--- src/rtl/ahb_stim_pkg.sv ---
// Shared AHB-Lite encodings, FSM state type and LFSR helper for the stimulus master.
package ahb_stim_pkg;

  localparam logic [1:0]  HTRANS_IDLE   = 2'b00;
  localparam logic [1:0]  HTRANS_NONSEQ = 2'b10;
  localparam logic [2:0]  HSIZE_WORD    = 3'b010;
  localparam logic [31:0] LFSR_TAPS     = 32'h8020_0003;

  typedef enum logic [2:0] {
    ST_IDLE,
    ST_WRITE,
    ST_READ,
    ST_DRAIN,
    ST_DONE
  } state_t;

  // Right-shifting Galois step: feedback mask applied when the bit shifted out is 1.
  function automatic logic [31:0] lfsr_next(input logic [31:0] s);
    return (s >> 1) ^ (s[0] ? LFSR_TAPS : 32'h0);
  endfunction

endpackage

--- src/rtl/stim_pattern_gen.sv ---
// Data pattern source: address-derived word by default, Galois LFSR when STIM_LFSR_EN is defined.
module stim_pattern_gen
  import ahb_stim_pkg::*;
#(
  parameter int          ADDR_W = 32,
  parameter logic [31:0] SEED   = 32'hACE1_0001
) (
  input  logic              clk,
  input  logic              reset,
  input  logic              advance,
  input  logic              reload,
  input  logic [ADDR_W-1:0] addr,
  output logic [31:0]       word
);

`ifdef STIM_LFSR_EN
  logic [31:0] lfsr;
  logic        unused_addr;

  always_ff @(posedge clk or posedge reset) begin
    if (reset)
      lfsr <= SEED;
    else if (reload)
      lfsr <= SEED;
    else if (advance)
      lfsr <= lfsr_next(lfsr);
  end

  assign word        = lfsr;
  assign unused_addr = ^addr;
`else
  logic unused_in;

  assign word      = {~addr[15:0], addr[15:0]};
  assign unused_in = ^{clk, reset, advance, reload, SEED, addr[ADDR_W-1:16]};
`endif

endmodule

--- src/rtl/ahb_stim_master.sv ---
// AHB-Lite stimulus master: write burst, read-back, and expected-data strobe for a comparator.
// Build option STIM_LFSR_EN switches the data pattern to a seeded LFSR.
module ahb_stim_master
  import ahb_stim_pkg::*;
#(
  parameter int                ADDR_W    = 32,
  parameter logic [ADDR_W-1:0] BASE_ADDR = '0,
  parameter logic [31:0]       SEED      = 32'hACE1_0001
) (
  input  logic              clk,
  input  logic              reset,
  input  logic              start,
  input  logic [15:0]       num_words,
  input  logic              HREADY,
  output logic [ADDR_W-1:0] HADDR,
  output logic [1:0]        HTRANS,
  output logic              HWRITE,
  output logic [2:0]        HSIZE,
  output logic [31:0]       HWDATA,
  output logic [31:0]       exp_data,
  output logic              rd_sample,
  output logic              busy,
  output logic              done
);

  state_t      state;
  logic [15:0] count;
  logic [15:0] remain;
  logic        dp_valid;
  logic        dp_write;
  logic        beat;
  logic        last_beat;
  logic        wr_reload;
  logic        wr_adv;
  logic        rd_reload;
  logic        rd_adv;
  logic [31:0] wr_word;
  logic [31:0] rd_word;

  assign beat      = (HTRANS == HTRANS_NONSEQ);
  assign last_beat = (remain == 16'd1);
  assign wr_reload = HREADY && (state == ST_IDLE) && start;
  assign wr_adv    = HREADY && beat && HWRITE;
  assign rd_reload = HREADY && (state == ST_WRITE) && last_beat;
  assign rd_adv    = HREADY && beat && !HWRITE;
  assign rd_sample = dp_valid && !dp_write && HREADY;
  assign HSIZE     = HSIZE_WORD;

  stim_pattern_gen #(.ADDR_W(ADDR_W), .SEED(SEED)) u_wr_pat (
    .clk     (clk),
    .reset   (reset),
    .advance (wr_adv),
    .reload  (wr_reload),
    .addr    (HADDR),
    .word    (wr_word)
  );

  stim_pattern_gen #(.ADDR_W(ADDR_W), .SEED(SEED)) u_rd_pat (
    .clk     (clk),
    .reset   (reset),
    .advance (rd_adv),
    .reload  (rd_reload),
    .addr    (HADDR),
    .word    (rd_word)
  );

  // Everything, including the FSM, advances only on cycles where the bus completes.
  always_ff @(posedge clk or posedge reset) begin
    if (reset) begin
      state    <= ST_IDLE;
      HTRANS   <= HTRANS_IDLE;
      HWRITE   <= 1'b0;
      HADDR    <= BASE_ADDR;
      HWDATA   <= '0;
      exp_data <= '0;
      busy     <= 1'b0;
      done     <= 1'b0;
      count    <= '0;
      remain   <= '0;
      dp_valid <= 1'b0;
      dp_write <= 1'b0;
    end else if (HREADY) begin
      dp_valid <= beat;
      dp_write <= HWRITE;
      if (beat && HWRITE)
        HWDATA <= wr_word;
      if (beat && !HWRITE)
        exp_data <= rd_word;
      done <= 1'b0;

      case (state)
        ST_IDLE: begin
          if (start) begin
            if (num_words == '0) begin
              state <= ST_DONE;
              done  <= 1'b1;
            end else begin
              state  <= ST_WRITE;
              count  <= num_words;
              remain <= num_words;
              HTRANS <= HTRANS_NONSEQ;
              HWRITE <= 1'b1;
              HADDR  <= BASE_ADDR;
              busy   <= 1'b1;
            end
          end
        end
        ST_WRITE: begin
          if (last_beat) begin
            state  <= ST_READ;
            remain <= count;
            HWRITE <= 1'b0;
            HADDR  <= BASE_ADDR;
          end else begin
            remain <= remain - 16'd1;
            HADDR  <= HADDR + ADDR_W'(4);
          end
        end
        ST_READ: begin
          if (last_beat) begin
            state  <= ST_DRAIN;
            HTRANS <= HTRANS_IDLE;
          end else begin
            remain <= remain - 16'd1;
            HADDR  <= HADDR + ADDR_W'(4);
          end
        end
        ST_DRAIN: begin
          state <= ST_DONE;
          done  <= 1'b1;
          busy  <= 1'b0;
        end
        ST_DONE: begin
          state <= ST_IDLE;
        end
        default: begin
          state <= ST_IDLE;
        end
      endcase
    end
  end

endmodule

--- config.mk ---
export PLATFORM = sky130hd
export DESIGN_NAME = ahb_stim_master
export DESIGN_NICKNAME = d
export VERILOG_FILES = /design/src/rtl/ahb_stim_pkg.sv /design/src/rtl/stim_pattern_gen.sv /design/src/rtl/ahb_stim_master.sv
export SDC_FILE = /design/constraint.sdc
export NUM_CORES = 1
export LEC_CHECK = 0
export ABC_AREA = 1
export CAP_MARGIN = 25
export CORE_MARGIN = 2
export CORE_UTILIZATION = 45
export CTS_BUF_LIST = sky130_fd_sc_hd__clkbuf_2 sky130_fd_sc_hd__clkbuf_4 sky130_fd_sc_hd__clkbuf_8
export CTS_CLUSTER_DIAMETER = 150
export DETAILED_ROUTE_END_ITERATION = 12
export PLACE_DENSITY_LB_ADDON = 0.12
export SYNTH_ARGS = -nofsm -noshare
export SYNTH_HDL_FRONTEND = slang
export SYNTH_HIERARCHICAL = 1
export SYNTH_SLANG_ARGS = --single-unit
--- constraint.sdc ---
create_clock -name clk -period 6.5 [get_ports clk]
set_clock_uncertainty 0.2 [all_clocks]
set_input_delay 1.3 -clock clk [delete_from_list [all_inputs] [get_ports clk]]
set_output_delay 1.3 -clock clk [all_outputs]
set_load 0.01 [all_outputs]
=== Yosys cells after proc, flatten, opt, wreduce, memory -nomap -nowiden ===
Index checks and enable logic that the tools add are counted.

* Bitwise logic cells: 2
* Add/sub/neg operators: 2
* Reduce and logical (&&, ||, !) cells: 20
* Multiplexer cells: 27
* Equality and inequality tests: 10

{| class="wikitable"
|+ Operator list
! cell !! count
|-
| $mux 32 || 4
|-
| $pmux 32 s3 || 1
|-
| $mux 16 || 4
|-
| $pmux 16 s3 || 1
|-
| $add 32x3->32 const B || 1
|-
| $eq 16x1->1 const B || 1
|-
| $logic_not 16->1 || 1
|-
| $not 16->16 || 1
|-
| $sub 16x1->16 const B || 1
|-
| $reduce_and 5->1 || 3
|-
| $mux 3 || 4
|-
| $pmux 3 s4 || 1
|-
| $reduce_and 4->1 || 3
|-
| $ne 2x2->1 const B || 5
|-
| $eq 3x2->1 const B || 2
|-
| $mux 2 || 3
|-
| $pmux 1 s2 || 3
|-
| $reduce_bool 2->1 || 3
|-
| $mux 1 || 5
|-
| $logic_and 1x1->1 || 4
|-
| $pmux 2 s2 || 1
|-
| $reduce_and 2->1 || 2
|-
| $eq 3x1->1 const B || 1
|-
| $logic_not 3->1 || 1
|-
| 4 further kinds || 5
|}

* Output and inout port bits: 105
* Register bits after elaboration: 138

=== Logic depth before layout (Yosys ltp) ===
* Depth after elaboration: 4
* Gate-level depth with buffers: 12

=== Hierarchy ===
The synthesis kept the hierarchy.

{| class="wikitable"
|+ By module, submodules not included
! module !! times used !! cells an instance !! area an instance (um2) !! seq. area each (um2)
|-
| ahb_stim_master || 1 || 1007 || 7169.4 || 3378.2
|-
| stim_pattern_gen || 2 || 32 || 180.2 || 0.0
|}

=== Worst setup path before layout ===
OpenSTA, ideal clock, no wires.

* Kind: input port to output port
* From: input HREADY
* To: output rd_sample
* Data arrival time: 1.666 ns
* Slack: 3.334 ns
* Path buffers: 0
* Cell stages on the path: 2
* Cell sequence: inv_1 nor3_1

* Word-level cells in the longest chain between the ends: 1

{| class="wikitable"
|+ RTL lines
! what !! line !! text
|-
| from (decl) || ahb_stim_master.sv:14 || <nowiki>input logic HREADY,</nowiki>
|-
| $logic_and 1x1->1 || ahb_stim_master.sv:46 || <nowiki>assign rd_sample = dp_valid && !dp_write && HREADY;</nowiki>
|-
| to (decl) || ahb_stim_master.sv:21 || <nowiki>output logic rd_sample,</nowiki>
|}

No other way between the ends.

=== Final worst setup path ===
Same ends and word-level chain as after synthesis.

==> impl_results.md <==
- H-tree levels: 4
- Worst skew pair latency: 0.46 ns
- Critical path's largest stage delay: 0.56 ns
- Final WL: 18.86 mm
- GR Util All Layers: 0.2242
- Worst r2r src: state[2]
- Post-route minimum period: 4.193 ns
- Vias in the first global route: 6276
- R2R Setup Slk: 3.91 ns
- 1st-iter DRT viols: 415
- Routed vias: 6648
- Die X: 133.3 um
- CTS tree: built
- Post-CTS sizing: 0
- Hold Buf Count CTS: 0
- Worst vdd ir: 0.1922 mV
- RSZ-0062 raised after global routing: false
- Number of fillers in the final layout: 1641
- Crit path DAT: 2.69 ns
- Initial antenna violation count: 0
- DP HPWL: 12.93 mm
- Reg2reg end: state[2]
- Max-Cap Viols: 0
- GPL Wtd Cong: 0.8561
- Finished Cell Area: 9051 um^2
- Initial Util: 0.4567
- Global-route wire length before repair: 31.75 mm
- Critical Path RT: 5.00 ns
- Nets: 1178
- Crit path launch: HREADY
- Clock Tree Root: clkbuf_8
- Gate Count Post-Synth: 1069
- Setup tns final: 0 ns
- Area growth syn-to-layout: 20.37%
- Ys Warns: 6
- Post-synthesis cell area: 7520 um^2
- Slew margin rel.: 0.3356
- Slew of the pin with the lowest slew margin: 0.9954 ns
- Hold Vio Cnt, Final: 0
- Leak: 4.415 nW
- Worst path slowest cell: clkdlybuf4s50_1
- Crit end category: primary output
- Layout Cells excl Fill: 1388
- Max Freq: 0.2385 GHz
- Hold Path Class: flop to flop
- Layout cell share with drive strength beyond 1: 0.05565
- CP Class: input port to primary output
- Die area: 17760 um^2
- Std cell rows: 47
- Core Area: 16470 um^2
- Number of port buffers: 118
- Residual DRC: 0
- Most common cell after layout, fill and taps aside: nand2_1
- Die Height: 133.3 um
- Postcts setup bufs: 0
- CP most frequent cell: clkdlybuf4s50_1
- Clk buf depth: 2
- Placement Cell Area: 8626 um^2
- Power per cell area: 371.8 nW/um^2
- CP max FO: 4
- Antenna-violating nets left: 0
- Most frequent cells in the layout: 461 x nand2_1, 135 x dfrtp_1, 118 x clkdlybuf4s50_1
- Largest net degree at the start of global routing: 51
- Vias/cell: 4.790
- CP cell instances: clkdlybuf4s50_1, inv_1, nor3_1, clkdlybuf4s50_1
- Total power: 3.365 mW
- Clock slew at reported path FFs: 0.08 ns
- Endpoints failing setup: 0
- CP bufs+invs: 3
- Max-slew violations: 0
- DR WL/cell: 13.59 um
- Number of diodes: 0
- Critical path's top delay family: buffers and inverters
- Startpoint Class: input port
- Critical hold path startpoint: HWDATA[25]
- DR pass1 iterations: 5
- CP endpoint: rd_sample
- Util after Layout: 0.5497
- CP Depth: 4
- Syn_area_per_cell: 7.034 um^2
- Num Clock Sinks: 135
- Clock buffer count from CTS: 17
- Boundary pin count: 125
- Tcrit/Tclk final: 0.6450
- Gr ovfl total: 0
- Status: finished, final reports clean
- R2R depth: 6
- Placed cells: 1355
[flip-flops by register name (all words and copies together), names as in the netlist]
name and flops:
exp_data 32, HTRANS 1, HADDR 30, dp_valid 1, HWRITE 1, busy 1, HWDATA 32, dp_write 1
state 3, done 1, remain 16, count 16
[cell type report]
cell class	instances	area (um^2)	area share
Inverter	116	437.9	0.04838
Tap cell	220	275.3	0.03041
Sequential cell	135	3378	0.3732
Multi-Input combinational cell	760	3308	0.3655
Clock buffer	17	234.0	0.02585
Timing Repair Buffer	125	1254	0.1385
Clock inverter	15	163.9	0.01811
[power by group]
part	total (mW)	switching, mW	leakage [nW]	internal, mW
Sequential	1.28	0.183	1.73	1.10
Clock	0.722	0.373	0.204	0.349
Combinational	1.36	0.812	2.49	0.549
Total	3.36	1.37	4.41	2.00
[worst register-to-register path, stage by stage (launching register included)]
cell	delay [ns]
dfrtp_1	0.43
nor3_4	0.77
inv_2	0.27
nand2_2	0.36
a21oi_1	0.22
nand2_1	0.14
o21ai_0	0.08
[metrics by stage]
| stage | hold slack (ns) | setup slack [ns] |
|---|---|---|
| 4_1_cts | 0.2776 | 2.319 |
| 2_1_floorplan | 0.2530 | 1.389 |
| 5_1_grt | 0.2885 | 2.212 |
| 3_5_place_dp | 0.2572 | 2.318 |
| 6_report | 0.2738 | 2.307 |
| 3_3_place_gp | 0.2528 | 2.357 |
[metal layers]
| metal | wire (um) | global-route usage | share of wire | vias to the layer above |
|---|---|---|---|---|
| met3 | 704 | 0.04262 | 0.037 | 21 |
| met2 | 8762 | 0.3643 | 0.46 | 137 |
| met1 | 9132 | 0.3091 | 0.48 | 3094 |
| met5 | 0 | 0 | 0 | - |
| met4 | 259 | 0.06147 | 0.014 | 0 |
| li1 | - | - | - | 3396 |
[worst min-delay path by stage]
stage / endpoint / slack (ns) / depth (start not counted)
after floorplan: count[0] / 0.25 / 2
after global placement: HWDATA[27] / 0.25 / 2
after detailed placement: exp_data[23] / 0.26 / 2
after CTS: exp_data[11] / 0.28 / 2
after global routing: exp_data[26] / 0.29 / 2
final: HWDATA[25] / 0.27 / 2
No activity file was read; power rests on OpenSTA's default activity.
